### src/rtl/mem_xfer_pkg.sv
// Shared types for the memory-to-memory transfer engine.
package mem_xfer_pkg;

    typedef enum logic [2:0] {
        IDLE,
        XFER,
        DRAIN,
        DONE,
        ERR
    } xfer_state_t;

    // Address width for a memory of the given depth (at least one bit).
    function automatic int unsigned addr_w(input int unsigned depth);
        return (depth > 1) ? $clog2(depth) : 1;
    endfunction

endpackage

### src/rtl/mem_xfer_if.sv
// Fill, command, status and B read-port signals of the transfer engine.
interface mem_xfer_if
    import mem_xfer_pkg::*;
#(
    parameter int unsigned WIDTH = 8,
    parameter int unsigned DEPTH = 16
);
    localparam int unsigned ADDR_W = addr_w(DEPTH);

    logic [WIDTH-1:0]  dataInA;
    logic              dataInValid;
    logic              dataInReady;
    logic              fillClear;
    logic              aFull;
    logic              start;
    logic [ADDR_W-1:0] srcBase;
    logic [ADDR_W-1:0] dstBase;
    logic [ADDR_W:0]   xferLen;
    logic              reverse;
    logic              busy;
    logic              done;
    logic              err;
    logic [WIDTH-1:0]  checksum;
    logic [ADDR_W-1:0] rdAddrB;
    logic [WIDTH-1:0]  rdDataB;

    modport master (
        output dataInA, dataInValid, fillClear, start, srcBase, dstBase, xferLen, reverse, rdAddrB,
        input  dataInReady, aFull, busy, done, err, checksum, rdDataB
    );

    modport slave (
        input  dataInA, dataInValid, fillClear, start, srcBase, dstBase, xferLen, reverse, rdAddrB,
        output dataInReady, aFull, busy, done, err, checksum, rdDataB
    );

endinterface

### src/rtl/sp_sync_ram.sv
// Synchronous-write RAM with one write and one registered read address.
// A read of the address being written returns the previous contents.
module sp_sync_ram
    import mem_xfer_pkg::*;
#(
    parameter int unsigned WIDTH = 8,
    parameter int unsigned DEPTH = 16,
    localparam int unsigned ADDR_W = addr_w(DEPTH)
) (
    input  logic              clk,
    input  logic              Reset,
    input  logic              i_we,
    input  logic [ADDR_W-1:0] i_waddr,
    input  logic [WIDTH-1:0]  i_wdata,
    input  logic [ADDR_W-1:0] i_raddr,
    output logic [WIDTH-1:0]  o_rdata
);

    logic [WIDTH-1:0] r_mem [DEPTH];
    logic [WIDTH-1:0] r_rdata;

    // Array contents are deliberately not reset.
    always_ff @(posedge clk) begin
        if (i_we) begin
            r_mem[i_waddr] <= i_wdata;
        end
    end

    always_ff @(posedge clk) begin
        if (Reset) begin
            r_rdata <= '0;
        end else begin
            r_rdata <= r_mem[i_raddr];
        end
    end

    assign o_rdata = r_rdata;

endmodule

### src/rtl/mem_xfer_engine.sv
// Fills memory A from a stream and copies a block from A to B, forward or reversed,
// one word per cycle, with a running checksum of the copied words.
module mem_xfer_engine
    import mem_xfer_pkg::*;
#(
    parameter int unsigned WIDTH = 8,
    parameter int unsigned DEPTH = 16
) (
    input  logic       clk,
    input  logic       Reset,
    mem_xfer_if.slave  bus
);

    localparam int unsigned       ADDR_W   = addr_w(DEPTH);
    localparam int unsigned       LEN_W    = ADDR_W + 1;
    localparam logic [LEN_W-1:0]  LEN_MAX  = LEN_W'(DEPTH);
    localparam logic [ADDR_W-1:0] PTR_LAST = ADDR_W'(DEPTH - 1);

    xfer_state_t       r_state;
    logic              r_busy;
    logic              r_done;
    logic              r_err;
    logic              r_ready;
    logic              r_afull;
    logic [ADDR_W-1:0] r_fill_ptr;
    logic [ADDR_W-1:0] r_src;
    logic [ADDR_W-1:0] r_dst;
    logic [ADDR_W-1:0] r_last;
    logic [ADDR_W-1:0] r_idx;
    logic              r_rev;
    logic              r_wr_valid;
    logic [ADDR_W-1:0] r_wr_addr;
    logic [WIDTH-1:0]  r_checksum;

    logic              w_a_we;
    logic              w_b_we;
    logic [ADDR_W-1:0] w_src_addr;
    logic [WIDTH-1:0]  w_a_rdata;

    // r_ready is high exactly in IDLE, so fills are only taken there.
    assign w_a_we     = r_ready && bus.dataInValid && !bus.fillClear && !Reset;
    assign w_b_we     = r_wr_valid && !Reset;
    assign w_src_addr = r_rev ? ADDR_W'(r_src + r_last - r_idx) : ADDR_W'(r_src + r_idx);

    sp_sync_ram #(.WIDTH(WIDTH), .DEPTH(DEPTH)) u_ram_a (
        .clk     (clk),
        .Reset   (Reset),
        .i_we    (w_a_we),
        .i_waddr (r_fill_ptr),
        .i_wdata (bus.dataInA),
        .i_raddr (w_src_addr),
        .o_rdata (w_a_rdata)
    );

    // B is written one cycle behind the A read that produced the word.
    sp_sync_ram #(.WIDTH(WIDTH), .DEPTH(DEPTH)) u_ram_b (
        .clk     (clk),
        .Reset   (Reset),
        .i_we    (w_b_we),
        .i_waddr (r_wr_addr),
        .i_wdata (w_a_rdata),
        .i_raddr (bus.rdAddrB),
        .o_rdata (bus.rdDataB)
    );

    always_ff @(posedge clk) begin
        if (Reset) begin
            r_state    <= IDLE;
            r_busy     <= 1'b0;
            r_done     <= 1'b0;
            r_err      <= 1'b0;
            r_ready    <= 1'b1;
            r_afull    <= 1'b0;
            r_fill_ptr <= '0;
            r_src      <= '0;
            r_dst      <= '0;
            r_last     <= '0;
            r_idx      <= '0;
            r_rev      <= 1'b0;
            r_wr_valid <= 1'b0;
            r_wr_addr  <= '0;
            r_checksum <= '0;
        end else begin
            r_done     <= 1'b0;
            r_err      <= 1'b0;
            r_wr_valid <= 1'b0;
            if (r_wr_valid) begin
                r_checksum <= r_checksum + w_a_rdata;
            end
            case (r_state)
                IDLE: begin
                    if (bus.fillClear) begin
                        r_fill_ptr <= '0;
                        r_afull    <= 1'b0;
                    end else if (w_a_we) begin
                        r_fill_ptr <= r_fill_ptr + ADDR_W'(1);
                        if (r_fill_ptr == PTR_LAST) begin
                            r_afull <= 1'b1;
                        end
                    end
                    if (bus.start) begin
                        r_src      <= bus.srcBase;
                        r_dst      <= bus.dstBase;
                        r_last     <= ADDR_W'(bus.xferLen - LEN_W'(1));
                        r_rev      <= bus.reverse;
                        r_idx      <= '0;
                        r_checksum <= '0;
                        r_ready    <= 1'b0;
                        if (bus.xferLen > LEN_MAX) begin
                            r_state <= ERR;
                            r_err   <= 1'b1;
                        end else if (bus.xferLen == '0) begin
                            r_state <= DONE;
                            r_done  <= 1'b1;
                        end else begin
                            r_state <= XFER;
                            r_busy  <= 1'b1;
                        end
                    end
                end
                XFER: begin
                    r_wr_valid <= 1'b1;
                    r_wr_addr  <= r_dst + r_idx;
                    r_idx      <= r_idx + ADDR_W'(1);
                    if (r_idx == r_last) begin
                        r_state <= DRAIN;
                    end
                end
                DRAIN: begin
                    r_state <= DONE;
                    r_busy  <= 1'b0;
                    r_done  <= 1'b1;
                end
                DONE, ERR: begin
                    r_state <= IDLE;
                    r_ready <= 1'b1;
                end
                default: begin
                    r_state <= IDLE;
                    r_busy  <= 1'b0;
                    r_ready <= 1'b1;
                end
            endcase
        end
    end

    assign bus.dataInReady = r_ready;
    assign bus.aFull       = r_afull;
    assign bus.busy        = r_busy;
    assign bus.done        = r_done;
    assign bus.err         = r_err;
    assign bus.checksum    = r_checksum;

endmodule

### src/flat_wrapper.sv
// flat-port wrapper written by rule: the top's interface ports become plain ports
module mem_xfer_engine_flat import mem_xfer_pkg::*;
#(
    parameter int unsigned WIDTH = 8,
    parameter int unsigned DEPTH = 16
)
  (clk, Reset, bus_dataInA, bus_dataInValid, bus_fillClear, bus_start, bus_srcBase, bus_dstBase, bus_xferLen, bus_reverse, bus_rdAddrB, bus_dataInReady, bus_aFull, bus_busy, bus_done, bus_err, bus_checksum, bus_rdDataB);
  mem_xfer_if #(.WIDTH(WIDTH), .DEPTH(DEPTH)) bus_i ();
  input  logic clk;
  input  logic Reset;
  input wire logic [$bits(bus_i.dataInA)-1:0] bus_dataInA;
  input wire logic [$bits(bus_i.dataInValid)-1:0] bus_dataInValid;
  input wire logic [$bits(bus_i.fillClear)-1:0] bus_fillClear;
  input wire logic [$bits(bus_i.start)-1:0] bus_start;
  input wire logic [$bits(bus_i.srcBase)-1:0] bus_srcBase;
  input wire logic [$bits(bus_i.dstBase)-1:0] bus_dstBase;
  input wire logic [$bits(bus_i.xferLen)-1:0] bus_xferLen;
  input wire logic [$bits(bus_i.reverse)-1:0] bus_reverse;
  input wire logic [$bits(bus_i.rdAddrB)-1:0] bus_rdAddrB;
  output wire logic [$bits(bus_i.dataInReady)-1:0] bus_dataInReady;
  output wire logic [$bits(bus_i.aFull)-1:0] bus_aFull;
  output wire logic [$bits(bus_i.busy)-1:0] bus_busy;
  output wire logic [$bits(bus_i.done)-1:0] bus_done;
  output wire logic [$bits(bus_i.err)-1:0] bus_err;
  output wire logic [$bits(bus_i.checksum)-1:0] bus_checksum;
  output wire logic [$bits(bus_i.rdDataB)-1:0] bus_rdDataB;
  assign bus_i.dataInA = bus_dataInA;
  assign bus_i.dataInValid = bus_dataInValid;
  assign bus_i.fillClear = bus_fillClear;
  assign bus_i.start = bus_start;
  assign bus_i.srcBase = bus_srcBase;
  assign bus_i.dstBase = bus_dstBase;
  assign bus_i.xferLen = bus_xferLen;
  assign bus_i.reverse = bus_reverse;
  assign bus_i.rdAddrB = bus_rdAddrB;
  assign bus_dataInReady = bus_i.dataInReady;
  assign bus_aFull = bus_i.aFull;
  assign bus_busy = bus_i.busy;
  assign bus_done = bus_i.done;
  assign bus_err = bus_i.err;
  assign bus_checksum = bus_i.checksum;
  assign bus_rdDataB = bus_i.rdDataB;
  mem_xfer_engine #(.WIDTH(WIDTH), .DEPTH(DEPTH)) u_core (.clk(clk), .Reset(Reset), .bus(bus_i));
endmodule
### config.mk
export PLATFORM = sky130hd
export DESIGN_NAME = mem_xfer_engine_flat
export DESIGN_NICKNAME = d
export VERILOG_FILES = /design/src/rtl/mem_xfer_pkg.sv /design/src/rtl/mem_xfer_if.sv /design/src/rtl/sp_sync_ram.sv /design/src/rtl/mem_xfer_engine.sv /design/src/flat_wrapper.sv
export SDC_FILE = /design/constraint.sdc
export NUM_CORES = 1
export LEC_CHECK = 0
export BUFFER_PORTS_ARGS = -buffer_cell sky130_fd_sc_hd__buf_4
export CAP_MARGIN = 20
export CORE_ASPECT_RATIO = 1.5
export CORE_MARGIN = 10
export CORE_UTILIZATION = 28
export DETAILED_ROUTE_END_ITERATION = 8
export GPL_ROUTABILITY_DRIVEN = 0
export PLACE_DENSITY = 0.39
export SLEW_MARGIN = 20
export SYNTH_ARGS = -nofsm -noshare
export SYNTH_HDL_FRONTEND = slang
export SYNTH_SLANG_ARGS = --single-unit
### constraint.sdc
create_clock -name clk -period 3.9 [get_ports clk]
set_input_delay 0.585 -clock clk [delete_from_list [all_inputs] [get_ports clk]]
set_output_delay 0.585 -clock clk [all_outputs]
set_load 0.01 [all_outputs]
# After elaboration in Yosys (flattened, before gate mapping)

Memories as Yosys holds them, arrays and structs flattened. A register that Yosys moved wholly into a read port is not among the register bits.
Cells that the tools add are included.

Reductions and logical operators: 21
$lt $le $gt $ge: 1
Add/subtract/negate cells: 8
Eq/ne operators: 10
Mux-type cells: 32
Bitwise gates (word level): 4

Operator list:

| kind                                             | number |
|---|---|
| two-way mux 8 bit                                | 3 |
| two-way mux 1 bit                                | 16 |
| two-way mux 4 bit                                | 4 |
| adder 4 bit                                      | 3 |
| AND reduction 2 bit                              | 5 |
| two-way mux 3 bit                                | 3 |
| one-hot mux 3 bit (3 select lines)               | 1 |
| adder 4 x 1 -> 4 bit, second input constant      | 2 |
| adder 8 bit                                      | 1 |
| one-hot mux 4 bit (2 select lines)               | 1 |
| == test 3 x 2 -> 1 bit, second input constant    | 2 |
| != test 2 bit, second input constant             | 3 |
| one-hot mux 1 bit (2 select lines)               | 3 |
| nonzero test 2 bit                               | 3 |
| OR reduction 3 bit                               | 2 |
| > comparator 5 bit, second input constant        | 1 |
| logical NOT 5 bit                                | 1 |
| == test 4 bit                                    | 1 |
| == test 4 bit, second input constant             | 1 |
| logical AND 1 bit                                | 4 |
| inverter 1 bit                                   | 4 |
| AND reduction 4 bit                              | 1 |
| subtractor 4 x 1 -> 4 bit, second input constant | 1 |
| subtractor 4 bit                                 | 1 |
| 8 further kinds                                  | 9 |

Bits in writable memories: 256
Input bits: 31
Register bits after elaboration: 42
Memories: 2
Word-level logic and storage cells: 93

Memory list:

| name                 | words | width | read ports | clocked after Yosys merged registers in | write ports | line              | source |
|---|---|---|---|---|---|---|---|
| u_core.u_ram_a.r_mem | 16    | 8     | 1          | 1                                       | 1           | sp_sync_ram.sv:19 | `logic [WIDTH-1:0] r_mem [DEPTH];` |
| u_core.u_ram_b.r_mem | 16    | 8     | 1          | 1                                       | 1           | sp_sync_ram.sv:19 |  |

# Depth between registers and ports, before layout

Gate-level depths: netlist of the first run.

Depth after elaboration: 5
Gate-level depth with buffers: 12
Mapped depth without buffers: 11

# Hierarchy

Synthesis of the first run repeated with hierarchy kept, for this count alone.

Cell total of the unflattened synthesis: 804
Area total of the unflattened synthesis: 13,076.3 um^2

Modules (own cells, without submodules):

| module          | area an instance (um^2) | times used | cells each | seq. area each (um^2) |
|---|---|---|---|---|
| sp_sync_ram     | 5,282.6                 | 2          | 259        | 4,003.8 |
| mem_xfer_engine | 2,511.2                 | 1          | 286        | 840.8 |

# Worst setup path before layout of the first run

No wires, ideal clock.

Kind: flip-flop to flip-flop
Start point: register u_core.r_idx[1]
End point: register u_core.u_ram_a.r_rdata[0] (netlist: u_core.u_ram_a.o_rdata[0]), read port of u_core.u_ram_a.r_mem
Path slack: 1,159 ps
Data required time: 3,783 ps
Cell stages (with the launch flop): 11
Period minus slack after synthesis: 2,741 ps
Data arrival time: 2,623 ps
Cell sequence: dfxtp_1 -> fa_1 -> inv_1 -> fa_1 -> xnor2_1 -> mux2i_1 -> buf_2 -> buf_4 -> mux2i_1 -> o211ai_1 -> a32o_1

Cells in the longest elaborated chain, start to end: 2
Elaborated cells on any way between the ends: 3
Those cells by class: 2 x add/sub; 1 x mux

RTL lines:

| item                                            | line                   | source |
|---|---|---|
| start, declared                                 | mem_xfer_engine.sv:29  | `logic [ADDR_W-1:0] r_idx;` |
| start signal, assigned                          | mem_xfer_engine.sv:124 | `r_idx <= r_idx + ADDR_W'(1);` |
| adder 4 bit or subtractor 4 bit (tied branches) | mem_xfer_engine.sv:43  | `assign w_src_addr = r_rev ? ADDR_W'(r_src + r_last - r_idx) : ADDR_W'(r_src + r_idx);` |
| two-way mux 4 bit *                             | mem_xfer_engine.sv:43  |  |
| end, declared                                   | sp_sync_ram.sv:20      | `logic [WIDTH-1:0] r_rdata;` |

Every way passes the cells marked *; elsewhere a longest branch is shown, timed or not.
A chain may end at the register's enable or synchronous reset.

# Worst setup path after layout of the first run

Start point: register u_core.r_idx[1]
End point: register u_core.u_ram_a.r_rdata[7] (netlist: u_core.u_ram_a.o_rdata[7]), read port of u_core.u_ram_a.r_mem

Same word-level chain as after synthesis.

==> reports/qor.csv, run 1 <==
stage;metric;value;unit
sta;final setup fails;0;
sta;Worst Max-Slew Pin Slew;965;ps
clocking;CTS HTree Levels;2;
clocking;clock tree root driver cell;clkbuf_16;
sta;clock period minus worst slack;3150;ps
clocking;Num CTS Buffers;35;
cells_and_area;final core utilization;0.331;
cells_and_area;Filler Cell Count;4502;
floorplanning;Boundary Pins;52;
synth;yosys warns;0;
floorplanning;core area;45800;sq um
routing;drt total wl;33500;um
worst_setup_path;Worst setup EP type;flip-flop;
global_routing;initial antenna violation count;0;
hold_path;Hold Crit Class;primary input to flip-flop;
routing;Iter 0 DRT Violations;356;
floorplanning;Die H;284;um
synth;cell count after synthesis;865;
synth;ys flop type;edfxtp_1;
floorplanning;die span in x;196;um
global_routing;GRT overflow;0;
worst_setup_path;CP startpoint kind;flip-flop;
routing;# DRC;0;
clocking;CTS tree;done;
floorplanning;initial core utilization;0.283;
sta;max_slew headroom;0.354;
worst_setup_path;WP data required;4320;ps
synth;Mapped Nets;927;
clocking;clock-pin slew on the worst setup and hold paths;60;ps
synth;Mean Syn Cell Area;15.0;sq um
synth;flops & latches, synth;314;
placed_design;placed inst area;14100;sq um
sta;Final Max Slew Viols;0;
clocking;Resized Gates After CTS;0;
routing;First-pass DRT Iterations;4;
synth;Synth cell types;56;
sta;skew final;16.0;ps
routing;Via density;4.63;
cells_and_area;highest-count cells in the layout ignoring fill and taps;edfxtp_1, nand2_1, buf_4;
global_routing;GR Util All Layers;0.120;
cells_and_area;Inserted Diodes;0;
routing;routed length per instance;21.6;um
power;leak pwr;5.16;nW
synth;Netlist Area Pre-Place;13000;sq um
sta;Hold Vio Cnt, Final;0;
sta;RSZ-0062 raised after global routing;false;
worst_setup_path;R2R Setup Slk;750;ps
routing;routed vias;7176;
cells_and_area;# nets final;999;
sta;Hold WS;297;ps
synth;number of synthesized flops with an enable pin;256;
cells_and_area;P&R area growth vs syn;16.9;%
worst_setup_path;Critical Path Fanout Max;56;
floorplanning;Cell Rows;96;
global_routing;vias in the first global route;7841;
power;worst IR drop on VDD;0.259;mV
worst_setup_path;WS Path Type;flip-flop to flip-flop;
placed_design;PortBufs;51;
clocking;hold buffers post-CTS;0;
routing;post-route ant nets;0;
flow_run;max-cap violations;0;
sta;fmax;318;MHz
power;Cell Pwr Density;541;nW/um^2
clocking;setup bufs post-CTS;0;
clocking;Clock Latency Late Sink;520;ps
cells_and_area;share of post-route cells with drive strength above 1;0.195;
cells_and_area;post-route design area;15200;sq um
clocking;largest buffer count on any clock path;3;
cells_and_area;register area;8850;sq um
outcome;outcome;completed;
synth;async set-reset flop share out of synthesis;0;
placed_design;pre-CTS WS;713;ps
floorplanning;die area;55500;sq um
synth;sequential fraction of the synthesis area;0.682;
sta;setup_tns;0;ps
worst_setup_path;Worst Path Arrival;3560;ps
global_routing;largest net degree at the start of global routing;57;
placed_design;DP Wirelength;22900;um
clocking;CTS Sinks;314;
global_routing;first-pass GRT wire length;50400;um
cells_and_area;multi-input logic area;3790;sq um
sta;Final period util;0.807;
cells_and_area;commonest non-fill, non-tap cell in the layout;edfxtp_1;
sta;Final WS setup;753;ps
==> routing by layer <==
metal,up-vias,track usage,share of wire
li1,3424,-,-
met1,3603,0.124,0.38
met2,96,0.232,0.57
met3,53,0.0199,0.028
met4,0,0.0432,0.028
met5,-,0,0
==> cells in the mapped netlist, drive strengths merged (8+ instances only) <==
cell type | n | area share
a211oi | 20 | 0.012
a21oi | 24 | 0.0093
a311oi | 9 | 0.0061
a31o | 9 | 0.0061
a32o | 8 | 0.0062
a32oi | 9 | 0.0061
and3 | 8 | 0.0039
buf | 27 | 0.015
clkbuf | 21 | 0.0062
dfxtp | 58 | 0.089
edfxtp | 256 | 0.59
ha | 25 | 0.024
inv | 21 | 0.0061
mux2 | 9 | 0.0078
mux2i | 25 | 0.019
mux4 | 40 | 0.069
nand2 | 115 | 0.033
nand2b | 8 | 0.0039
nand3 | 21 | 0.0081
nor2 | 57 | 0.017
nor2b | 10 | 0.0048
nor3 | 16 | 0.0069
o211ai | 9 | 0.0052
xnor2 | 14 | 0.0095
==> flip-flops by register name (all words and copies together) (netlist names), 4 cells and up <==
signal and flops:
u_core.u_ram_a.r_mem 128, u_core.r_src 4, u_core.u_ram_b.o_rdata 8, u_core.u_ram_a.o_rdata 8, u_core.bus.checksum 8, u_core.r_wr_addr 4, u_core.r_last 4, u_core.u_ram_b.r_mem 128
u_core.r_fill_ptr 4, u_core.r_idx 4, u_core.r_dst 4
==> worst paths after layout <==
path,end,cells past startpoint,startpoint
max,u_core.u_ram_a.o_rdata[7]$_SDFF_PP0_,10,u_core.r_idx[1]$_SDFFE_PP0P_
max reg2reg,u_core.u_ram_a.o_rdata[7]$_SDFF_PP0_,10,u_core.r_idx[1]$_SDFFE_PP0P_
min,u_core.r_last[0]$_SDFFE_PP0P_,2,bus_xferLen[0]
min reg2reg,u_core.r_src[3]$_SDFFE_PP0P_,2,u_core.r_src[3]$_SDFFE_PP0P_
==> where the power goes <==
group / switching (W) / internal, W / leakage, nW / total, W
Sequential: 0.000115 / 0.00382 / 2.80 / 0.00393
Clock: 0.00132 / 0.00182 / 0.527 / 0.00314
Combinational: 0.000701 / 0.000425 / 1.83 / 0.00113
Total: 0.00213 / 0.00607 / 5.16 / 0.00820
==> area by class of cell <==
cell class,instances,share of cell area
clock buffer,50,0.0649
multi-input combinational,482,0.250
tap,588,0.0485
inverter,21,0.00520
clock inverter,12,0.00619
timing repair buffer,83,0.0419
sequential,314,0.584
==> cells by family (layout without fill, tap and decap cells) <==
logic type / Yosys count / after routing / share of synthesized area
fa+ha+maj: 31 / 31 / 0.0334
mux: 74 / 74 / 0.0965
simple gates: 254 / 254 / 0.0894
flops: 314 / 314 / 0.682
buf+inv: 69 / 166 / 0.0272
xor+xnor: 18 / 18 / 0.0122
compound gates: 105 / 105 / 0.0593
==> worst max-delay path: stages (launching register included) <==
cell and delay (ps):
dfxtp_1 410, fa_1 570, inv_1 70, fa_1 430, xnor2_1 300, mux2i_4 120
buf_12 230, a211oi_1 350, a311oi_1 100, a31o_1 240, a32o_1 210
==> metrics by stage <==
step	instances	total power [W]
6_report	1550	0.00820
5_1_grt	1550	0.00859
4_1_cts	1550	0.00836
3_5_place_dp	1488	0.00518
3_3_place_gp	1488	0.00518
2_1_floorplan	865	0.00471
(Power assumes the default switching activity.)
==> inputs of run 2 (changes only) <==
--- a/config.mk
+++ b/config.mk
@@ -12,7 +12,7 @@
 export CORE_UTILIZATION = 28
 export DETAILED_ROUTE_END_ITERATION = 8
 export GPL_ROUTABILITY_DRIVEN = 0
-export PLACE_DENSITY = 0.39
+export PLACE_DENSITY = 0.41
 export SLEW_MARGIN = 20
 export SYNTH_ARGS = -nofsm -noshare
 export SYNTH_HDL_FRONTEND = slang
==> constraint.sdc (replaced) <==
create_clock -name clk -period 2.6 [get_ports clk]
set_input_delay 0.39 -clock clk [delete_from_list [all_inputs] [get_ports clk]]
set_output_delay 0.39 -clock clk [all_outputs]
set_load 0.01 [all_outputs]
==> reports/qor.csv, run 2 (synthesis gave the netlist of run 1 again) <==
stage;metric;value;unit
outcome;outcome;finished with violations;
outcome;failing checks;negative setup slack;
routing;routed vias;7405;
sta;Final period util;1.09;
sta;final setup fails;8;
global_routing;GRT overflow;0;
global_routing;GR Util All Layers;0.121;
clocking;Clock Latency Late Sink;520;ps
sta;Worst Max-Slew Pin Slew;687;ps
floorplanning;Die H;284;um
clocking;hold buffers post-CTS;0;
floorplanning;die span in x;196;um
global_routing;vias in the first global route;8020;
clocking;CTS HTree Levels;2;
placed_design;DP Wirelength;23700;um
sta;skew final;19.7;ps
floorplanning;Cell Rows;96;
worst_setup_path;CP Cell Sequence;fa_1 -> inv_2 -> fa_2 -> xnor2_4 -> mux2i_4 -> buf_12 -> buf_12 -> buf_16 -> a211oi_2 -> a311oi_1 -> a31o_1 -> a32o_1;
sta;RSZ-0062 raised after global routing;true;
worst_setup_path;WP buf/inv;4;
clocking;CTS tree;done;
worst_setup_path;Worst setup EP type;flip-flop;
clocking;clock-pin slew on the worst setup and hold paths;60;ps
power;Flop pwr share;0.453;
cells_and_area;commonest non-fill, non-tap cell in the layout;edfxtp_1;
clocking;CTS Sinks;314;
routing;Iter 0 DRT Violations;352;
worst_setup_path;Crit path max-delay family;adder cells;
cells_and_area;P&R area growth vs syn;23.0;%
power;switching share of power;0.257;
worst_setup_path;WP data required;3070;ps
clocking;Num CTS Buffers;35;
placed_design;placed cells;1535;
sta;max_slew headroom;0.542;
placed_design;PortBufs;51;
worst_setup_path;highest-delay cell along the critical path;fa_1;
sta;Final WS setup;-243;ps
cells_and_area;# nets final;1051;
routing;Via density;4.62;
sta;clock period minus worst slack;2840;ps
clocking;largest buffer count on any clock path;3;
cells_and_area;Post-Layout Cell Count;1603;
power;leak pwr;5.54;nW
cells_and_area;biggest regs;u_core.u_ram_a.r_mem x128, u_core.u_ram_b.r_mem x128;
power;combinational fraction of design power;0.160;
power;worst IR drop on VDD;0.373;mV
worst_setup_path;CP startpoint kind;flip-flop;
power;NetSw;0.00335;W
floorplanning;Boundary Pins;52;
cells_and_area;Inserted Diodes;0;
global_routing;first-pass GRT wire length;51500;um
sta;Final Max Slew Viols;0;
cells_and_area;register area;8860;sq um
floorplanning;die area;55500;sq um
routing;post-route ant nets;0;
cells_and_area;share of post-route cells with drive strength above 1;0.268;
routing;routed length per instance;21.2;um
worst_setup_path;WS Path Type;flip-flop to flip-flop;
clocking;clock tree root driver cell;clkbuf_16;
flow_run;max-cap violations;0;
floorplanning;initial core utilization;0.283;
cells_and_area;Filler Cell Count;4440;
power;clock share of power;0.387;
routing;First-pass DRT Iterations;4;
global_routing;initial antenna violation count;0;
cells_and_area;multi-input logic area;3960;sq um
worst_setup_path;Critical Path Fanout Max;7;
floorplanning;core area;45800;sq um
power;Cell Pwr Density;817;nW/um^2
hold_path;Hold Crit Class;primary input to flip-flop;
routing;# DRC;0;
power;Pwr Total;0.0130;W
sta;Hold Vio Cnt, Final;0;
sta;fmax;352;MHz
global_routing;largest net degree at the start of global routing;33;
cells_and_area;highest-count cells in the layout ignoring fill and taps;edfxtp_1, buf_4, nand2_1;
power;Power Internal;0.00968;W
worst_setup_path;Worst Path Arrival;3310;ps
worst_setup_path;CP dominant cell by count;buf_12;
worst_setup_path;max incr delay on CP;540;ps
routing;drt total wl;33900;um
-- run 2: final timing paths --
path / startpoint / to / slack, ps / cells past startpoint
worst max-delay path: u_core.r_idx[1]$_SDFFE_PP0P_ / u_core.u_ram_a.o_rdata[0]$_SDFF_PP0_ / -240 / 12
worst min-delay path: bus_xferLen[0] / u_core.r_last[0]$_SDFFE_PP0P_ / 80 / 2
worst min register to register: u_core.r_src[3]$_SDFFE_PP0P_ / u_core.r_src[3]$_SDFFE_PP0P_ / 470 / 2
worst max register to register: u_core.r_idx[1]$_SDFFE_PP0P_ / u_core.u_ram_a.o_rdata[0]$_SDFF_PP0_ / -240 / 12
-- run 2: power groups by stage --
stage / Sequential [W] / Clock [W] / Combinational, W
floorplan: 0.00599 / 0 / 0.00111
global placement: 0.00601 / 0 / 0.00188
CTS: 0.00591 / 0.00520 / 0.00202
global route: 0.00593 / 0.00541 / 0.00230
finish: 0.00590 / 0.00505 / 0.00209
detailed placement: 0.00602 / 0 / 0.00189
-- run 2: stage by stage --
stage / setup slack (ps) / utilization / hold slack [ps] / area (sq um) / setup TNS, ps
global placement: -253 / 0.317 / 459 / 14500 / -1690
finish: -243 / 0.349 / 79.5 / 16000 / -1720
global route: -340 / 0.349 / 72.9 / 16000 / -2520
CTS: -265 / 0.346 / 58.9 / 15800 / -2000
detailed placement: -251 / 0.317 / 467 / 14500 / -1800
floorplan: -24.3 / - / 440 / 13000 / -179
-- run 2: repair_timing --
action,CTS,global route
gates cloned,2,1
buffers inserted,2,1
pin swaps,8,6
gates resized for setup,15,19
hold endpoints to repair,0,0
setup endpoints to repair,8,8
-- run 2: final cells by class --
type / count / share of cell area
well taps: 588 / 0.0461
clock inverters: 15 / 0.0111
multi-input cells: 482 / 0.248
clock buffers: 48 / 0.0612
flip-flops and latches: 314 / 0.555
repair buffers: 135 / 0.0738
inverters: 21 / 0.00494
-- run 2: metal layers --
metal	global-route usage	share of wire	wire [um]	up-vias
met5	0	0	0	-
met4	0.0341	0.017	575	0
met3	0.0191	0.028	959	40
met2	0.239	0.59	19900	105
met1	0.127	0.37	12500	3735
li1	-	-	-	3525
==> inputs of run 3 (changes only) <==
--- a/config.mk
+++ b/config.mk
@@ -12,8 +12,9 @@
 export CORE_UTILIZATION = 28
 export DETAILED_ROUTE_END_ITERATION = 8
 export GPL_ROUTABILITY_DRIVEN = 0
-export PLACE_DENSITY = 0.41
+export SETUP_SLACK_MARGIN = 0.05
 export SLEW_MARGIN = 20
 export SYNTH_ARGS = -nofsm -noshare
 export SYNTH_HDL_FRONTEND = slang
 export SYNTH_SLANG_ARGS = --single-unit
+export TNS_END_PERCENT = 100
==> reports/qor.csv, run 3 (synthesis gave the netlist of run 1 again) <==
stage;metric;value;unit
clocking;largest buffer count on any clock path;3;
global_routing;initial antenna violation count;0;
power;Cell Pwr Density;764;nW/um^2
sta;max_slew headroom;0.541;
sta;Final WS setup;-205;ps
sta;skew final;18.7;ps
worst_setup_path;CP startpoint kind;flip-flop;
hold_path;Hold Crit Class;primary input to flip-flop;
global_routing;largest net degree at the start of global routing;49;
floorplanning;Cell Rows;96;
routing;# DRC;0;
cells_and_area;multi-input logic area;3920;sq um
clocking;Clock Latency Late Sink;570;ps
routing;Iter 0 DRT Violations;488;
clocking;clock-pin slew on the worst setup and hold paths;70;ps
global_routing;first-pass GRT wire length;46600;um
floorplanning;initial core utilization;0.283;
clocking;Num CTS Buffers;29;
placed_design;DP Wirelength;21100;um
sta;Final period util;1.08;
floorplanning;die span in x;196;um
cells_and_area;Inserted Diodes;0;
worst_setup_path;Worst setup EP type;flip-flop;
sta;clock period minus worst slack;2800;ps
outcome;failing checks;negative setup slack;
routing;drt total wl;29900;um
cells_and_area;Post-Layout Cell Count;1590;
clocking;CTS HTree Levels;1;
cells_and_area;biggest regs;u_core.u_ram_a.r_mem x128, u_core.u_ram_b.r_mem x128;
cells_and_area;Filler Cell Count;4374;
outcome;outcome;finished with violations;
floorplanning;Die H;284;um
sta;final setup fails;8;
worst_setup_path;Critical Path Fanout Max;12;
floorplanning;Boundary Pins;52;
cells_and_area;P&R area growth vs syn;20.3;%
power;worst IR drop on VDD;0.494;mV
sta;RSZ-0062 raised after global routing;true;
placed_design;PortBufs;51;
worst_setup_path;WP data required;3050;ps
sta;Final Max Slew Viols;0;
global_routing;GR Util All Layers;0.106;
clocking;CTS tree;done;
worst_setup_path;WS Path Type;flip-flop to flip-flop;
routing;routed vias;7415;
floorplanning;core area;45800;sq um
sta;Worst Max-Slew Pin Slew;688;ps
sta;fmax;357;MHz
floorplanning;die area;55500;sq um
routing;First-pass DRT Iterations;5;
cells_and_area;register area;8850;sq um
cells_and_area;highest-count cells in the layout ignoring fill and taps;edfxtp_1, buf_4, nand2_1;
power;leak pwr;5.40;nW
cells_and_area;commonest non-fill, non-tap cell in the layout;edfxtp_1;
routing;routed length per instance;18.8;um
cells_and_area;# nets final;1041;
routing;post-route ant nets;0;
worst_setup_path;Worst Path Arrival;3260;ps
flow_run;max-cap violations;0;
cells_and_area;final core utilization;0.341;
clocking;CTS Sinks;314;
global_routing;vias in the first global route;7907;
sta;Hold Vio Cnt, Final;0;
cells_and_area;share of post-route cells with drive strength above 1;0.256;
routing;Via density;4.66;
placed_design;pre-CTS WS;-360;ps
global_routing;GRT overflow;0;
clocking;clock tree root driver cell;clkbuf_16;
placed_design;placed cells;1529;
==> run 3: final cells by class <==
| class | count | share of cell area |
|---|---|---|
| Sequential cell | 314 | 0.568 |
| Timing Repair Buffer | 131 | 0.0706 |
| Tap cell | 588 | 0.0472 |
| Multi-Input combinational cell | 482 | 0.251 |
| Clock inverter | 18 | 0.00922 |
| Clock buffer | 36 | 0.0495 |
| Inverter | 21 | 0.00505 |
==> run 3: final timing paths <==
path | cells past startpoint | start | end | slack [ps]
worst min-delay path | 3 | bus_dstBase[1] | u_core.r_dst[1]$_SDFFE_PP0P_ | 70
worst min register to register | 2 | u_core.r_dst[3]$_SDFFE_PP0P_ | u_core.r_dst[3]$_SDFFE_PP0P_ | 480
worst max-delay path | 12 | u_core.r_src[1]$_SDFFE_PP0P_ | u_core.u_ram_a.o_rdata[0]$_SDFF_PP0_ | -200
worst max register to register | 12 | u_core.r_src[1]$_SDFFE_PP0P_ | u_core.u_ram_a.o_rdata[0]$_SDFF_PP0_ | -200
==> run 3: stage by stage <==
step / hold slack [ps] / setup TNS, ps / power [W] / instance area, sq um
2_1_floorplan: 440 / -179 / 0.00710 / 13000
3_3_place_gp: 476 / -2770 / 0.00780 / 14500
3_5_place_dp: 474 / -2750 / 0.00784 / 14500
4_1_cts: 44.4 / -1790 / 0.0120 / 15500
5_1_grt: 66.8 / -2460 / 0.0124 / 15600
6_report: 73.5 / -1500 / 0.0119 / 15600
==> run 3: power breakdown <==
| group | switching, W | internal (W) | leakage, nW |
|---|---|---|---|
| registers | 0.000172 | 0.00572 | 2.80 |
| clock network | 0.00188 | 0.00223 | 0.442 |
| logic | 0.00109 | 0.000838 | 2.16 |
==> run 3: repair_timing <==
item | in CTS | in global routing
pin swaps | 1 | 1
hold buffers | 1 | 0
setup buffers | 6 | 0
gates resized for setup | 15 | 11
hold endpoints to repair | 1 | 0
endpoints found under the setup margin | 8 | 8
==> run 3: critical path: stages (launching register included) <==
cell and delay [ps]:
dfxtp_2 330, inv_2 40, fa_1 540, inv_2 50
fa_2 340, xnor2_2 160, mux2i_4 170, buf_12 180
buf_12 120, mux2_4 290, nand2_1 70, o211ai_1 100
a32o_1 280
==> run 3: per-layer routing <==
layer / track usage / vias up / part of all wire
met5: 0 / - / 0
met4: 0.0398 / 0 / 0.030
met3: 0.0145 / 49 / 0.030
met2: 0.213 / 112 / 0.59
met1: 0.105 / 3737 / 0.35
li1: - / 3517 / -
